--- config.mk ---
export PLATFORM = sky130hd
export DESIGN_NAME = channel_accum_4to1_x16
export DESIGN_NICKNAME = d
export VERILOG_FILES = /design/src/rtl/channel_accum_4to1_x16.sv
export SDC_FILE = /design/constraint.sdc
export NUM_CORES = 2
export LEC_CHECK = 0
export ABC_AREA = 1
export BUFFER_PORTS_ARGS = -buffer_cell sky130_fd_sc_hd__buf_2
export CAP_MARGIN = 20
export CORE_AREA = 2 2 341 343
export CTS_CLUSTER_DIAMETER = 80
export DETAILED_ROUTE_END_ITERATION = 6
export DIE_AREA = 0 0 343 345
export PLACE_DENSITY = 0.61
export SYNTH_ARGS = -nofsm -noshare
export SYNTH_HDL_FRONTEND = slang
export SYNTH_SLANG_ARGS = --single-unit
--- constraint.sdc ---
create_clock -name clk -period 24.7 [get_ports clk]
set_input_delay 6.175 -clock clk [delete_from_list [all_inputs] [get_ports clk]]
set_output_delay 6.175 -clock clk [all_outputs]
set_load 0.01 [all_outputs]
--- src/rtl/channel_accum_4to1_x16.sv ---
// Two-stage channel reduction: sums four 11-bit product channels per tile element
// and saturates each of the 16 element sums back to 11-bit signed.
module channel_accum_4to1_x16 (
    input  logic         clk,
    input  logic         rst,
    input  logic [703:0] UpV,
    output logic [175:0] UpV_Accumu1_16
);

    function automatic logic [10:0] sat11(input logic signed [12:0] t);
        if (t > 13'sd1023) begin
            return 11'h3FF;
        end else if (t < -13'sd1024) begin
            return 11'h400;
        end else begin
            return t[10:0];
        end
    endfunction

    for (genvar e = 0; e < 16; e++) begin : g_lane
        logic signed [10:0] p0, p1, p2, p3;
        logic signed [11:0] s01, s23;
        logic signed [12:0] t;

        assign p0 = UpV[0*176 + e*11 +: 11];
        assign p1 = UpV[1*176 + e*11 +: 11];
        assign p2 = UpV[2*176 + e*11 +: 11];
        assign p3 = UpV[3*176 + e*11 +: 11];

        // 12 + 12 -> 13 bits holds the full four-way sum, so saturation only happens once
        always_comb begin
            t = {s01[11], s01} + {s23[11], s23};
        end

        always_ff @(posedge clk or posedge rst) begin
            if (rst) begin
                s01                      <= '0;
                s23                      <= '0;
                UpV_Accumu1_16[e*11 +: 11] <= '0;
            end else begin
                s01                      <= {p0[10], p0} + {p1[10], p1};
                s23                      <= {p2[10], p2} + {p3[10], p3};
                UpV_Accumu1_16[e*11 +: 11] <= sat11(t);
            end
        end
    end

endmodule

==> Word-level counts from Yosys, hierarchy flattened <==
Index checks and enable logic that the tools add are counted.
{ "totals": {"ff_bits": 560, "word_cells": 160, "mem_bits_ro": 0, "memories": 0, "mem_bits_rw": 0, "inputBits": 706, "latch_bits": 0} }
{ "classes": {"muxes": 32, "bitwise_logic": 0, "mul": 0, "order_cmp": 32, "n_eq_ne": 0, "div_mod_pow": 0, "n_shift": 0, "reduce_logical": 0, "n_addsub": 48} }
{ "ops": {"columns": ["operator", "n"], "rows": [
  ["adder 11 x 11 -> 12 bit", 32],
  ["2-to-1 mux 11 bit", 32],
  ["adder 12 x 12 -> 13 bit", 16],
  ["> comparator 13 x 11 -> 1 bit (second input constant)", 16],
  ["< comparator 13 x 11 -> 1 bit (second input constant)", 16]
]} }

==> Logic depth before layout (Yosys ltp) <==
{ "depth": {"word_depth": 4, "ltp_mapped": 14, "mapped_depth_nobuf": 14} }

==> Least setup slack after synthesis <==
OpenSTA, ideal clock, no wires.
{ "synth_timing": {"kind": "input-to-reg", "start": "input port UpV[497]", "end": "register g_lane[13].s23[11]", "path_slack_ps": 17340, "path_buffers": 0, "cell_stages": 10, "setup_ps": 127, "t_arrival_ps": 7233, "cell_sequence": "ha_1 -> nand2_1 -> o21ai_0 -> nand2_1 -> nand2_1 -> nand2_1 -> nand2_1 -> nand2_1 -> nand3_1 -> o21ai_0"} }
{ "synth_via": {"elab_chain_cells": 1} }
{ "synth_lines": {"columns": ["element", "line_no", "source"], "rows": [
  ["start: declaration", "6", "input logic [703:0] UpV,"],
  ["adder 11 x 11 -> 12 bit", "42", "s23 <= {p2[10], p2} + {p3[10], p3};"],
  ["end signal: assignment", "42", null],
  ["end: declaration", "22", "logic signed [11:0] s01, s23;"]
]} }
Every way passes these cells.

==> impl_metrics.env <==
export IMPL_grt_pass1_wl_mm=188.1
export IMPL_synthDistinctLibCells=26
export IMPL_worstPathRequired_ns=25.30
export IMPL_min_path_type="flip-flop to flip-flop"
export IMPL_path_common_cell="buf_4"
export IMPL_synth_top_area_share=0.3456
export IMPL_r2r_end="UpV_Accumu1_16[35]$_DFF_PP0_"
export IMPL_cellInternalPower_uw=2557
export IMPL_endpoint_kind="async pin"
export IMPL_slew_violations=0
export IMPL_r2r_slack_ns=22.36
export IMPL_netlist_area_sq_um=40550
export IMPL_row_count=125
export IMPL_r2r_cells=13
export IMPL_areaGrowthSynthToFinish_pct=21.15
export IMPL_antenna_found_initial=23
export IMPL_crit_family="buffers and inverters"
export IMPL_whs_endpoint="UpV_Accumu1_16[88]$_DFF_PP0_"
export IMPL_worstHoldPathCells=3
export IMPL_ir_drop_uv=43.99
export IMPL_critPathMaxStageDelay_ns=0.85
export IMPL_drt_total_wl_mm=121.4
export IMPL_skew_ns=0.01756
export IMPL_ys_seq_elements=560
export IMPL_switching_power_uw=1883
export IMPL_dr_wl_met2_mm=59.07
export IMPL_fin_ws_ns=16.52
export IMPL_io_buffers=881
export IMPL_cts_hold_repair_buffers=0
export IMPL_nets=7378
export IMPL_clock_path_buffers=3
export IMPL_combPwrFrac=0.487
export IMPL_r2r_start="g_lane[3].s01[0]$_DFF_PP0_"
export IMPL_track_usage=0.2007
export IMPL_synth_area_leaders="dfrtp_1, ha_1, nand2_1, inv_1, xor2_1"
export IMPL_first_pass_iters=7
export IMPL_cp_num_cells=4
export IMPL_cts_buffers=67
export IMPL_wire_per_inst_um=15.84
export IMPL_cts_resized=0
export IMPL_place_ws_ns=15.75
export IMPL_timing_final_crit_period_ns=8.179
export IMPL_die_area_sq_um=118300
export IMPL_slew_headroom=0.3694
export IMPL_switching_share=0.4240
export IMPL_startpoint_type="primary input"
export IMPL_synth_warnings=0
export IMPL_wl_met1_mm=51.56
export IMPL_hold_worst_slack_ns=0.5601
export IMPL_crit_type="primary input to async pin"
export IMPL_yosys_area_share_xor_xnor=0.08532
export IMPL_synth_enable_flop_cells=0
export IMPL_wl_met3_mm=6.384
export IMPL_syn_area_per_cell_sq_um=7.912
export IMPL_pwr_share_seq=0.296
export IMPL_grt_pass1_vias=35988
export IMPL_setup_viol=0
export IMPL_worst_path_max_delay_cell="buf_4"
export IMPL_die_h_um=345
export IMPL_seq_area_frac_synth=0.3456
export IMPL_fmax_ghz=0.1223
export IMPL_synthCells=5125
export IMPL_clockRootBuffer="clkbuf_16"
export IMPL_grt_overflow=0
export IMPL_crit_fanout=135
export IMPL_htreeDepth=3
export IMPL_synth_compound_area_frac=0.08223
export IMPL_synthMuxAreaShare=0
export IMPL_start_util=0.3523
export IMPL_path_cells="buf_2 -> inv_8 -> buf_4 -> buf_4"
export IMPL_grt_max_degree=161
export IMPL_synth_largest_area_cell="dfrtp_1"
export IMPL_maxCapViolations=0
export IMPL_clkSlewWorstSetupHoldPaths_ns=0.06
export IMPL_synth_fp_nets=6423
export IMPL_drc=2
export IMPL_vias=36287
export IMPL_ios=882
export IMPL_synth_top_flop_cell="dfrtp_1"
export IMPL_detail_route_antenna_nets=0
export IMPL_crit_arrival_ns=8.78
export IMPL_status="finished, violations left"
export IMPL_synthArstFlopShare=1.000
export IMPL_power_leakage_uw=0.02622
export IMPL_cts_sinks=560
export IMPL_hold_start="g_lane[8].s23[0]$_DFF_PP0_"
export IMPL_rsz0062_at_grt="false"
export IMPL_drive_gt1_frac=0.1708
export IMPL_synth_top_family_by_area="simple AND/OR/NAND/NOR gates"
export IMPL_post_route_period_util=0.3311
export IMPL_clk_latency_ns=0.60
export IMPL_finalHoldViolCount=0
export IMPL_fin_setup_tns_ns=0
export IMPL_detailed_place_hpwl_mm=103.9
export IMPL_violations="DRC"
export IMPL_gp_congestion=0.9577
export IMPL_synthSimpleGateAreaFrac=0.2326
export IMPL_synthAdderAreaFrac=0.1916
export IMPL_fillers=11775
export IMPL_clkPwrFrac=0.217
export IMPL_power_density_nw_per_um2=90.39
export IMPL_die_w_um=343
export IMPL_core_sq_um=115100
export IMPL_crit_buf_inv=4
export IMPL_tightest_slew_ns=0.9459
export IMPL_cts_tree="done"
export IMPL_drtIter0Drc=1541
export IMPL_viasPerCell=4.735
export IMPL_highest_layer="met5"
export IMPL_postCtsSetupBuffers=0
## worst max-delay path by stage
stage          start                            to  slack, ns
6_report         rst    g_lane[3].s01[4]$_DFF_PP0_      16.52
5_1_grt          rst    g_lane[3].s23[1]$_DFF_PP0_      16.03
4_1_cts          rst    g_lane[3].s23[1]$_DFF_PP0_      16.42
3_5_place_dp     rst  UpV_Accumu1_16[54]$_DFF_PP0_      15.75
3_3_place_gp     rst  UpV_Accumu1_16[54]$_DFF_PP0_      15.81
2_1_floorplan    rst   UpV_Accumu1_16[0]$_DFF_PP0_       2.86
## Yosys cell counts (12+ instances only)
library cell / number
nand2_1: 1412
nand2_2: 24
xor2_1: 218
o21ai_4: 12
nor3_1: 45
fa_1: 48
inv_1: 675
nor2_1: 402
nand3_1: 307
nand4_1: 90
dfrtp_1: 560
o21ai_0: 167
o21bai_1: 34
a21oi_1: 354
a31oi_1: 16
xnor2_1: 177
ha_1: 544
a21o_1: 13
## placed cells by master (no fill, tap or decap), types with 12 or more instances in the layout
| cell | n |
|---|---|
| nand2_1 | 1412 |
| buf_2 | 881 |
| inv_1 | 674 |
| dfrtp_1 | 560 |
| ha_1 | 544 |
| nor2_1 | 402 |
| a21oi_1 | 354 |
| nand3_1 | 307 |
| xor2_1 | 218 |
| xnor2_1 | 177 |
| o21ai_0 | 167 |
| nand4_1 | 90 |
| clkbuf_16 | 70 |
| fa_1 | 48 |
| nor3_1 | 45 |
| o21bai_1 | 34 |
| nand2_2 | 24 |
| a31oi_1 | 16 |
| a21o_1 | 13 |
| clkinv_2 | 13 |
| o21ai_4 | 12 |
## routing by layer
metal  global-route usage  vias up
li1                     -    18502
met1               0.2450    16635
met2               0.3509      929
met3              0.03347      205
met4              0.07664       16
met5                    0        -
## final cells by class
cell class | count | area, sq um | share of cell area
multi-input cells | 3887 | 23990 | 0.4884
diodes | 10 | 25.02 | 0.0005094
clock inverters | 32 | 300.3 | 0.006113
inverters | 678 | 2552 | 0.05196
repair buffers | 886 | 4459 | 0.09077
flip-flops and latches | 560 | 14010 | 0.2853
well taps | 1524 | 1907 | 0.03882
clock buffers | 87 | 1876 | 0.03818
## power by group through the flow
stage | clock (uW) | sequential (uW) | combinational (uW)
after floorplan | 0 | 1340 | 1440
after global placement | 0 | 1330 | 2160
after detailed placement | 0 | 1330 | 2170
after CTS | 999 | 1320 | 2180
after global routing | 1040 | 1330 | 2460
final | 965 | 1310 | 2160
## kinds of logic after synthesis
| kind of cell | after synthesis |
|---|---|
| XOR/XNOR | 395 |
| flip-flops | 560 |
| adder cells (fa/ha/maj) | 592 |
| buffers and inverters | 678 |
| AND/OR/NAND/NOR | 2295 |
| AO/OA/AOI/OAI | 605 |
## sequential cells by signal (all words and copies together) (netlist names)
name and count:
g_lane.s01 192, g_lane.s23 192, UpV_Accumu1_16 176
## tightest hold or removal path, cell delays in order, from the launching register on
cell	delay, ns
dfrtp_1	0.32
ha_1	0.12
nand2_1	0.05
nand2_1	0.04
## metrics by stage
step	power, uW	util	cell area (sq um)	cells
floorplan	2783	-	40550	5125
global placement	3487	0.4076	46920	7535
detailed placement	3500	0.4076	46920	7535
CTS	4498	0.4265	49100	7654
global route	4829	0.4267	49120	7662
finish	4440	0.4268	49120	7664
(Power assumes the default switching activity.)
